--- src/rtl/sensor_poll_monitor.sv ---
// sensor_poll_monitor: round-robin poller for NUM_CH sensors sharing one read
// engine. It keeps the latest sample per channel, applies hysteresis alarms and
// selects a channel to show (alarm-priority lock, otherwise timed rotation).
//
// Optional build macro: SENSOR_POLL_ASCII_EN adds row1/row2 ASCII text outputs.
//
// Ports:
//   clk_1MHz    block clock
//   rst_n       asynchronous active-low reset
//   en          polling enable
//   rd_req      read request to the read engine (held until done/timeout)
//   rd_ch       channel being read
//   rd_done     one-cycle read-complete strobe
//   rd_data     sample, valid with rd_done
//   alarm       per-channel alarm state
//   any_alarm   OR of alarm
//   err_timeout sticky per-channel timeout flags
//   disp_ch     channel selected for display
//   disp_value  latest value of disp_ch
//   disp_alarm  alarm of disp_ch
//   disp_update one-cycle pulse when the display registers reload
//   row1/row2   (SENSOR_POLL_ASCII_EN) 16-character ASCII display rows
module sensor_poll_monitor #(
  parameter int unsigned NUM_CH    = 4,
  parameter int unsigned DATA_W    = 8,
  parameter int unsigned THRESH_HI = 100,
  parameter int unsigned THRESH_LO = 90,
  parameter int unsigned POLL_GAP  = 1000,
  parameter int unsigned TIMEOUT   = 5000,
  parameter int unsigned DISP_HOLD = 1000000,
  localparam int unsigned CH_W     = (NUM_CH > 1) ? $clog2(NUM_CH) : 1
) (
  input  logic              clk_1MHz,
  input  logic              rst_n,
  input  logic              en,
  output logic              rd_req,
  output logic [CH_W-1:0]   rd_ch,
  input  logic              rd_done,
  input  logic [DATA_W-1:0] rd_data,
  output logic [NUM_CH-1:0] alarm,
  output logic              any_alarm,
  output logic [NUM_CH-1:0] err_timeout,
  output logic [CH_W-1:0]   disp_ch,
  output logic [DATA_W-1:0] disp_value,
  output logic              disp_alarm,
  output logic              disp_update
`ifdef SENSOR_POLL_ASCII_EN
  ,
  output logic [127:0]      row1,
  output logic [127:0]      row2
`endif
);

  localparam int unsigned TMO_W  = (TIMEOUT > 1) ? $clog2(TIMEOUT) : 1;
  localparam int unsigned GAP_W  = (POLL_GAP > 1) ? $clog2(POLL_GAP) : 1;
  localparam int unsigned HOLD_W = (DISP_HOLD > 1) ? $clog2(DISP_HOLD) : 1;

  // Terminal counts; a zero parameter degenerates to a single-cycle period.
  localparam logic [TMO_W-1:0]  TMO_LAST  = TMO_W'((TIMEOUT > 0) ? TIMEOUT - 1 : 0);
  localparam logic [GAP_W-1:0]  GAP_LAST  = GAP_W'((POLL_GAP > 0) ? POLL_GAP - 1 : 0);
  localparam logic [HOLD_W-1:0] HOLD_LAST = HOLD_W'((DISP_HOLD > 0) ? DISP_HOLD - 1 : 0);
  localparam logic [CH_W-1:0]   CH_LAST   = CH_W'(NUM_CH - 1);
  localparam logic [DATA_W-1:0] HI_V      = DATA_W'(THRESH_HI);
  localparam logic [DATA_W-1:0] LO_V      = DATA_W'(THRESH_LO);

  typedef enum logic [1:0] {IDLE, REQ, GAP} state_t;

  state_t              state;
  logic [CH_W-1:0]     ptr;
  logic [TMO_W-1:0]    tmo_cnt;
  logic [GAP_W-1:0]    gap_cnt;
  logic [HOLD_W-1:0]   hold_cnt;
  logic [DATA_W-1:0]   value [NUM_CH];

  logic                cap;
  logic [CH_W-1:0]     ptr_nxt;
  logic [DATA_W-1:0]   value_nxt [NUM_CH];
  logic [NUM_CH-1:0]   alarm_nxt;
  logic [CH_W-1:0]     lock_ch;
  logic [CH_W-1:0]     rot_ch;
  logic [CH_W-1:0]     sel_ch;
  logic [HOLD_W-1:0]   hold_nxt;
  logic                reload;
  logic                upd;
  logic [DATA_W-1:0]   sel_value;
  logic                sel_alarm;

  assign cap     = (state == REQ) && rd_done;
  assign ptr_nxt = (ptr == CH_LAST) ? '0 : ptr + CH_W'(1);

  // Post-capture view of the value store and hysteresis alarms.
  always_comb begin : capture_c
    alarm_nxt = alarm;
    for (int i = 0; i < int'(NUM_CH); i++) begin
      value_nxt[i] = value[i];
      if (cap && rd_ch == CH_W'(i)) begin
        value_nxt[i] = rd_data;
        if (rd_data > HI_V)      alarm_nxt[i] = 1'b1;
        else if (rd_data < LO_V) alarm_nxt[i] = 1'b0;
      end
    end
  end

  // Display selection: alarm lock beats rotation; a capture landing in the
  // reload cycle is folded in by reading the post-capture values.
  always_comb begin : display_c
    logic found;
    found   = 1'b0;
    lock_ch = disp_ch;
    for (int i = 0; i < int'(NUM_CH); i++) begin
      if (alarm[i] && !found) begin
        lock_ch = CH_W'(i);
        found   = 1'b1;
      end
    end
    rot_ch   = (disp_ch == CH_LAST) ? '0 : disp_ch + CH_W'(1);
    sel_ch   = disp_ch;
    reload   = 1'b0;
    hold_nxt = hold_cnt + HOLD_W'(1);
    if (any_alarm) begin
      hold_nxt = '0;
      if (lock_ch != disp_ch) begin
        sel_ch = lock_ch;
        reload = 1'b1;
      end
    end else if (hold_cnt == HOLD_LAST) begin
      hold_nxt = '0;
      sel_ch   = rot_ch;
      reload   = 1'b1;
    end
    upd       = reload || (cap && rd_ch == disp_ch);
    sel_value = '0;
    sel_alarm = 1'b0;
    for (int i = 0; i < int'(NUM_CH); i++) begin
      if (sel_ch == CH_W'(i)) begin
        sel_value = value_nxt[i];
        sel_alarm = alarm_nxt[i];
      end
    end
  end

`ifdef SENSOR_POLL_ASCII_EN
  logic [127:0] row1_nxt;
  logic [127:0] row2_nxt;

  // Text for the row generator, built from the values about to be displayed.
  always_comb begin : ascii_c
    int unsigned v;
    logic [7:0]  digit;
    v        = 32'(sel_value);
    digit    = 8'(32'd48 + 32'(sel_ch));
    row1_nxt = sel_alarm ? {"CH", digit, " DANGER      "} : {"CH", digit, " SAFE        "};
    row2_nxt = {8'(32'd48 + (v / 1000) % 10), 8'(32'd48 + (v / 100) % 10),
                8'(32'd48 + (v / 10) % 10), 8'(32'd48 + v % 10), {12{8'h20}}};
  end
`endif

  // Poll FSM, value store, alarms and display registers.
  always_ff @(posedge clk_1MHz or negedge rst_n) begin
    if (!rst_n) begin
      state       <= IDLE;
      ptr         <= '0;
      tmo_cnt     <= '0;
      gap_cnt     <= '0;
      hold_cnt    <= '0;
      rd_req      <= 1'b0;
      rd_ch       <= '0;
      alarm       <= '0;
      any_alarm   <= 1'b0;
      err_timeout <= '0;
      disp_ch     <= '0;
      disp_value  <= '0;
      disp_alarm  <= 1'b0;
      disp_update <= 1'b0;
      for (int i = 0; i < int'(NUM_CH); i++) value[i] <= '0;
`ifdef SENSOR_POLL_ASCII_EN
      row1        <= {16{8'h20}};
      row2        <= {16{8'h20}};
`endif
    end else begin
      case (state)
        IDLE: begin
          if (en) begin
            state   <= REQ;
            rd_req  <= 1'b1;
            rd_ch   <= ptr;
            tmo_cnt <= '0;
          end
        end
        REQ: begin
          if (rd_done) begin
            rd_req  <= 1'b0;
            state   <= GAP;
            gap_cnt <= '0;
          end else if (tmo_cnt == TMO_LAST) begin
            rd_req  <= 1'b0;
            state   <= GAP;
            gap_cnt <= '0;
            for (int i = 0; i < int'(NUM_CH); i++)
              if (rd_ch == CH_W'(i)) err_timeout[i] <= 1'b1;
          end else begin
            tmo_cnt <= tmo_cnt + TMO_W'(1);
          end
        end
        GAP: begin
          if (gap_cnt == GAP_LAST) begin
            ptr <= ptr_nxt;
            if (en) begin
              state   <= REQ;
              rd_req  <= 1'b1;
              rd_ch   <= ptr_nxt;
              tmo_cnt <= '0;
            end else begin
              state <= IDLE;
            end
          end else begin
            gap_cnt <= gap_cnt + GAP_W'(1);
          end
        end
        default: state <= IDLE;
      endcase

      for (int i = 0; i < int'(NUM_CH); i++) value[i] <= value_nxt[i];
      alarm       <= alarm_nxt;
      any_alarm   <= |alarm_nxt;
      hold_cnt    <= hold_nxt;
      disp_update <= upd;
      if (upd) begin
        disp_ch    <= sel_ch;
        disp_value <= sel_value;
        disp_alarm <= sel_alarm;
`ifdef SENSOR_POLL_ASCII_EN
        row1       <= row1_nxt;
        row2       <= row2_nxt;
`endif
      end
    end
  end

endmodule

--- config.mk ---
export PLATFORM = sky130hd
export DESIGN_NAME = sensor_poll_monitor
export DESIGN_NICKNAME = d
export VERILOG_FILES = /design/src/rtl/sensor_poll_monitor.sv
export SDC_FILE = /design/constraint.sdc
export NUM_CORES = 1
export LEC_CHECK = 0
export ABC_AREA = 1
export ABC_CLOCK_PERIOD_IN_PS = 5400
export CAP_MARGIN = 25
export CORE_MARGIN = 2
export CORE_UTILIZATION = 50
export DETAILED_ROUTE_END_ITERATION = 8
export GPL_ROUTABILITY_DRIVEN = 0
export GPL_TIMING_DRIVEN = 0
export PLACE_DENSITY = 0.7
export SLEW_MARGIN = 30
export SYNTH_ARGS = -nofsm -noshare
export SYNTH_HDL_FRONTEND = slang
export SYNTH_SLANG_ARGS = --single-unit
export TNS_END_PERCENT = 100
--- constraint.sdc ---
create_clock -name clk_1MHz -period 5.4 [get_ports clk_1MHz]
set_clock_uncertainty 0.2 [all_clocks]
set_input_delay 0.54 -clock clk_1MHz [delete_from_list [all_inputs] [get_ports clk_1MHz]]
set_output_delay 0.54 -clock clk_1MHz [all_outputs]
set_load 0.1 [all_outputs]
==> results.txt, run 1 <==
- For the worst setup path, the data required time is 4.66 ns.
- The count of cells in the finished layout, fillers not included, comes to 848.
- Predominant post-synthesis flop cell: sky130_fd_sc_hd__dfrtp_1
- Post-route antenna net violation count: 0
* Clock latency on the worst-skew pair: 0.38 ns
- Detailed router's first-iteration violation count: 228
- The floorplan has 37 rows.
* Setup violation total in the final timing report: 0
* Number of antenna violations at the first check in global routing: 0
- After synthesis the netlist holds a flip-flop and latch count of 103.
- First drt pass iteration count: 5
- Outcome: completed
- Synthesized cell area: 0.00536 mm²
- In the final routed layout, each cell accounts on average for 13.4 µm.
- For this run the aggregate overflow at the end of global routing stands at 0.
- At the pin with the least slew margin, the transition time is 1.02 ns.
- The via count of the first global-routing pass came to 4193.
* Sequential cell area: 0.00258 mm²
- At the placement stage, the worst setup path has a slack of 2.86 ns.
- Remaining max-slew budget at the tightest pin: 31.9%
- Cells with a size suffix above 1 make up 10.8% of the layout.
- At the worst endpoint, the arrival time is 2.06 ns.
* Time the worst path needs with I/O delays and setup: 2.80 ns
- Synth warnings: 0
- The slowest stage of the critical path is the sky130_fd_sc_hd__clkdlybuf4s50_1 cell.
- Relative to the synthesized area, the layout overhead comes to 13.8%.
* Clock tree sinks: 103
- Global-route wire length before repair: 19300 µm
* Number of buffers and inverters on the critical path: 1
* Cell leakage power: 0.00299 µW
- For this run, the post-layout net count is 724.
- Setup repair after global routing missed its margin: no
* CTS tree: done
- The critical path goes through clkdlybuf4s50_1.
* Max frequency: 358 MHz
- After clock tree synthesis, the clock-pin slew on the worst setup and hold paths is 0.10 ns.
- Boundary pin count: 36
* Synthesized instance count: 659
- Sequential element share of the synthesized area: 48.1%
* Ratio of routed vias to standard cells: 5.18
* Vias after detailed routing: 4395
* Class of the tightest hold or removal check: register to register
* Number of filler cells placed in the layout: 945
- A synthesized cell averages 8.13 µm².
* Power density normalized to cell area: 206 mW/mm²
- Sorting the synthesized cells by area gives the leading types as sky130_fd_sc_hd__dfrtp_1 48%, sky130_fd_sc_hd__nand2_1 10%, sky130_fd_sc_hd__inv_1 5.8%.
- Buffer levels on the longest clock path: 2
- Number of synthesized flops with an enable pin: 0
- In this run the number of H-tree levels came out at 3.
- Of all flip-flops after synthesis, the portion carrying an async set or reset was 100%.
* Maximum cell stage delay along the critical path: 1.21 ns
- Category of cells accounting for the largest share of critical-path delay: buffers and inverters
- In the routed design, unresolved DRC markers number 0.
- Input and output buffers added on the ports amount to 35.
- Die width: 108 µm
- Summing all multi-input logic gate instances after layout gives 0.00230 mm².
- The floorplan step defined a die boundary enclosing 0.0116 mm².
* N_diodes: 0
* Area share of the largest cell type after synthesis: 48.1%
- GRT Overall Usage: 21.2%
- The initial utilization of the core area, before any placement, comes to 51.7%.
- Final worst-path setup slack: 2.60 ns
* Root Driver: sky130_fd_sc_hd__clkbuf_8
* DIE HEIGHT: 108 µm
- Peak supply drop: 0.152 mV
* Nets in the synthesized netlist: 676
- Of the available clock period, the critical path in the final layout requires 51.8%.
- Crit end category: output port
* Tightest hold margin: 0.261 ns
* Reported max-cap violation count: 0
- In the post-synthesis netlist, the cell with the most instances is sky130_fd_sc_hd__nand2_1.
- Number of distinct library cells after synthesis: 40
- The worst setup path is launched from a register.
* Most numerous cell types in the synthesized netlist: 142 x sky130_fd_sc_hd__nand2_1, 103 x sky130_fd_sc_hd__dfrtp_1, 83 x sky130_fd_sc_hd__inv_1
- The final number of hold-violating endpoints came to 0.
- The number of max-slew violations in the final report was 0.
- Entering global routing, the biggest net connects 68 pins.
- Setup Crit Path Kind: register to output port
* Maximum fanout along the worst path: 6
- Std-Cell Core Area: 0.0104 mm²
* Final routed wirelength across all metal layers: 11300 µm
- TritonCTS buffer count: 9
- Leading area contributor after synthesis: sky130_fd_sc_hd__dfrtp_1
- Total placed cells including tap cells: 831
- Detailed placement ended at an HPWL of 8310 µm.
* Setup Buffers After CTS: 0
==> metal layers <==
layer	track usage, %	up-vias	wire length [µm]
met5	0	-	0
met4	7.33	0	189
met3	4.60	15	435
met2	34.9	82	5460
met1	27.9	2056	5260
li1	-	2242	-
==> area by class of cell <==
type / count / share of cell area (%)
repair buffers: 37 / 6.38
well taps: 136 / 2.79
flip-flops and latches: 103 / 42.3
plain buffers: 13 / 2.05
inverters: 93 / 5.79
clock buffers: 9 / 2.03
clock inverters: 7 / 0.924
multi-input cells: 450 / 37.7
==> power breakdown <==
group	leakage, µW	switching [µW]	internal (µW)
clock network	0.0000902	277	172
logic	0.00157	24.1	11.1
registers	0.00133	0	771
==> kinds of logic after synthesis <==
group | Yosys count | share of synthesized area, %
compound gates | 118 | 12.0
simple gates | 315 | 27.9
buf+inv | 106 | 8.92
fa+ha+maj | 5 | 1.17
flops | 103 | 48.1
xor+xnor | 12 | 1.96
==> metrics by stage <==
step	total power, µW	instance area [µm²]	utilization (%)	setup TNS, ns
after floorplan	791	5360	-	0
after global placement	819	5880	56.7	-33.57
after detailed placement	822	5910	56.9	0
after CTS	1280	6100	58.8	0
after global routing	1310	6100	58.8	0
final	1250	6100	58.8	0
==> state kept, by name (all words and copies together), names as in the netlist, 2 cells and up <==
| signal | cells |
|---|---|
| alarm | 4 |
| disp_ch | 2 |
| disp_value | 8 |
| err_timeout | 4 |
| gap_cnt | 10 |
| hold_cnt | 20 |
| ptr | 2 |
| rd_ch | 2 |
| state | 2 |
| tmo_cnt | 13 |
| value | 32 |
==> repair_timing <==
action | 4_1_cts | 5_1_grt
gates resized for setup | 0 | 0
endpoints found under the hold margin | 36 | 0
hold buffers | 1 | 0
==> worst paths after layout <==
| check | cells after the start | end | from | slack, ns |
|---|---|---|---|---|
| worst max register to register | 10 | tmo_cnt[5]$_DFFE_PN0P_ | gap_cnt[0]$_DFFE_PN0P_ | 3.15 |
| worst min-delay path | 1 | hold_cnt[0]$_DFF_PN0_ | hold_cnt[0]$_DFF_PN0_ | 0.26 |
| worst min register to register | 1 | hold_cnt[0]$_DFF_PN0_ | hold_cnt[0]$_DFF_PN0_ | 0.26 |
| worst max-delay path | 1 | rd_ch[1] | rd_ch[1]$_DFFE_PN0P_ | 2.60 |
| min in group asynchronous | 2 | hold_cnt[4]$_DFF_PN0_ | rst_n | 0.42 |
| max in group asynchronous | 3 | tmo_cnt[2]$_DFFE_PN0P_ | rst_n | 3.95 |
==> placed cells by master, fill, tap and decap left out, types with 8 or more instances in the layout <==
master,synthesis,routed
sky130_fd_sc_hd__clkdlybuf4s50_1,0,34
sky130_fd_sc_hd__nor3_1,13,13
sky130_fd_sc_hd__o21ai_1,26,26
sky130_fd_sc_hd__inv_1,83,83
sky130_fd_sc_hd__xor2_1,10,10
sky130_fd_sc_hd__dfrtp_1,103,103
sky130_fd_sc_hd__o21ai_0,50,50
sky130_fd_sc_hd__a21oi_1,23,23
sky130_fd_sc_hd__nor2_1,52,52
sky130_fd_sc_hd__buf_6,7,8
sky130_fd_sc_hd__clkbuf_8,1,10
sky130_fd_sc_hd__nand2_1,142,142
sky130_fd_sc_hd__nand2_2,12,12
sky130_fd_sc_hd__nand3_1,55,55
sky130_fd_sc_hd__nand4_1,9,9
No activity file was read; power rests on OpenSTA's default activity.
==> run 2, diff against run 1 <==
ABC_CLOCK_PERIOD_IN_PS = 2500   (was 5400)
PLACE_DENSITY = 0.73   (was 0.7)
clock period = 2.5 ns   (was 5.4 ns; I/O delays follow)
==> results.txt, run 2 (synthesis results as in run 1) <==
* Max-slew violation count: 0
* Total Neg Setup Slack: 0 ns
- N_diodes: 0
- Number of buffers and inverters on the critical path: 1
- Setup violations remaining at the end of the flow were counted as 0.
- Across all setup checks in the final design, the least slack found is 0.108 ns.
* Worst R2R Setup Slack: 0.23 ns
- The clock network is responsible for 38.1% of the overall power.
- Average wire length per cell after detail routing: 13.4 µm
- Detailed routing placed a total of 5420 µm of wire on met2.
- Reported max-cap violation count: 0
- The clock period could shrink to 2.39 ns.
- Setup repair after global routing missed its margin: no
* DP Wirelength: 8330 µm
- Global-route wire length before repair: 19400 µm
- For this run, the detailed router's first-pass iteration total came to 4.
- Cell row count: 37
- Port buffering added 35 buffers.
* Buffer levels on the longest clock path: 2
- Boundary pin count: 36
- Ratio of routed vias to standard cells: 5.20
* Layout area overhead: 14.3%
- Aggregate global routing overflow: 0
- Sw Ratio: 23.0%
- From bottom edge to top edge, the die measures 108 µm.
- Post-route antenna net violation count: 0
- In this run the number of cells on the critical path is 1.
* Cell depth of the worst flop-to-flop path: 12
- Number of filler cells placed in the layout: 956
* Amount of wire on met3 after detailed routing: 455 µm
* Worst-path cell with the longest stage delay: sky130_fd_sc_hd__clkdlybuf4s50_1
- Setup Crit Path Kind: register to output port
- The tree is rooted in a sky130_fd_sc_hd__clkbuf_8.
- Cell leakage power: 0.00302 µW
- Clock tree sinks: 103
* Power density normalized to cell area: 459 mW/mm²
- OpenSTA, run right after detailed placement, puts the worst setup slack at 0.240 ns.
- Combinational fraction of design power: 2.7%
- Cells traversed along the worst timing path: clkdlybuf4s50_1
- Highest routing layer actually used: met4
- The library cell used most frequently in the layout, excluding fill and tap cells, is sky130_fd_sc_hd__nand2_1.
- The floorplan step defined a die boundary enclosing 0.0116 mm².
- Once the floorplan was initialized, standard cells occupied 51.7% of the core.
* Remaining max-slew budget at the tightest pin: 32.2%
- Cell internal power was estimated by the tool at 2160 µW.
- CP Data Arrival Time: 1.94 ns
- The largest registers in the layout are value x32, hold_cnt x20, tmo_cnt x13.
* Startpoint kind of the worst setup timing path: register
- Clock latency on the worst-skew pair: 0.38 ns
- The die is 108 µm wide.
* Category of cells accounting for the largest share of critical-path delay: buffers and inverters
- IR analysis of the VDD net gives a maximum drop of 0.318 mV.
* Number of global-route vias before repair: 4190
* Total power: 2810 µW
- The net count of the finished layout is 724.
- Number of antenna violations at the first check in global routing: 0
- The final number of hold-violating endpoints is 0.
* Setup Buffers After CTS: 0
- After clock tree synthesis, the clock-pin slew on the worst setup and hold paths is 0.09 ns.
- Timing would allow up to 418 MHz.
- Max reg flops: 32
- Buffers inserted during clock tree synthesis total 9.
- value holds more flip-flops than any other register.
- Crit end category: output port
* Detailed router's first-iteration violation count: 314
- The final layout contains routed wiring with a total length of 11400 µm.
* CTS tree: done
* Slew at the pin closest to its max-slew limit: 1.02 ns
- Std-Cell Core Area: 0.0104 mm²
* Net switching component of the power: 646 µW
- Entering global routing, the biggest net connects 57 pins.
- The placed instances occupy a cell area of 0.00591 mm².
* Endpoint required time on the critical path: 2.05 ns
- GRT Overall Usage: 21.3%
- The run finished with clean final reports.
- For this run, design rule violations remaining after detail routing come to 0.
- Dividing the final minimum period by the clock period gives 95.7%.
- Sequential cells burn 59.2% of the power.
- The top cell types in the final layout, fill and taps aside, are 142 x sky130_fd_sc_hd__nand2_1, 102 x sky130_fd_sc_hd__dfrtp_1, 83 x sky130_fd_sc_hd__inv_1.
* Wire length on met1: 5280 µm
- Maximum cell stage delay along the critical path: 1.16 ns
- Post-route cell area: 0.00612 mm²
- Fraction of final layout cells sized beyond drive strength 1: 11.0%
* Vias after detailed routing: 4406
* Maximum fanout along the worst path: 4
- In this run the number of H-tree levels came out at 3.
- In this run the worst hold path is classified as input pin to asynchronous set/reset pin.
## run 2: per-stage QoR
step                hold WS, ns  std cells  util, %
finish                    0.169        848     59.1
global route              0.196        848     59.1
CTS                       0.177        848     59.0
detailed placement       0.0120        831     57.0
global placement          0.251        830     56.7
floorplan                -0.246        659        -
## run 2: path summary, 6_finish.rpt
| path | start | to |
|---|---|---|
| setup / recovery | alarm[2]$_DFF_PN0_ | alarm[2] |
| hold / removal | rst_n | hold_cnt[2]$_DFF_PN0_ |
| setup reg to reg | hold_cnt[0]$_DFF_PN0_ | disp_value[5]$_DFFE_PN0P_ |
| hold reg to reg | hold_cnt[0]$_DFF_PN0_ | hold_cnt[0]$_DFF_PN0_ |
| max in group asynchronous | rst_n | tmo_cnt[2]$_DFFE_PN0P_ |
| min in group clk_1MHz | hold_cnt[0]$_DFF_PN0_ | hold_cnt[0]$_DFF_PN0_ |
## run 2: layout make-up
class | count | area [µm²] | area share [%]
Sequential cell | 103 | 2580 | 42.1
Clock buffer | 9 | 124 | 2.02
Buffer | 13 | 125 | 2.04
Inverter | 93 | 353 | 5.76
Multi-Input combinational cell | 450 | 2300 | 37.6
Timing Repair Buffer | 37 | 393 | 6.41
Clock inverter | 7 | 80.1 | 1.31
Tap cell | 136 | 170 | 2.78
## run 2: worst register-to-register path, stage by stage (launching register included)
cell	delay (ns)
sky130_fd_sc_hd__dfrtp_1	0.38
sky130_fd_sc_hd__ha_1	0.21
sky130_fd_sc_hd__nand2_2	0.08
sky130_fd_sc_hd__nor2_2	0.10
sky130_fd_sc_hd__nand2_2	0.08
sky130_fd_sc_hd__nor2_2	0.16
sky130_fd_sc_hd__nand2_2	0.09
sky130_fd_sc_hd__nand2_1	0.14
sky130_fd_sc_hd__o21ai_1	0.09
sky130_fd_sc_hd__nand2_1	0.09
sky130_fd_sc_hd__clkinv_1	0.33
sky130_fd_sc_hd__nand2_1	0.17
sky130_fd_sc_hd__nand2_1	0.06
## run 2: what timing repair did
action                     CTS  global route
gates resized for setup      1             2
hold endpoints to repair    47             0
setup endpoints to repair    1             2
pin swaps                    0             0
hold buffers                 1             0
cloned                       0             0
## run 2: layer usage
metal	vias up	GRT usage, %
li1	2242	-
met1	2055	28.2
met2	91	34.7
met3	18	5.02
met4	0	7.05
met5	-	0
## run 2: power groups by stage
stage | logic [µW] | clock network, µW | registers (µW)
after floorplan | 11.4 | 0 | 1700
after global placement | 70.9 | 0 | 1700
after detailed placement | 77.4 | 0 | 1700
after CTS | 79.0 | 1100 | 1660
after global routing | 87.6 | 1180 | 1670
final | 75.8 | 1070 | 1660
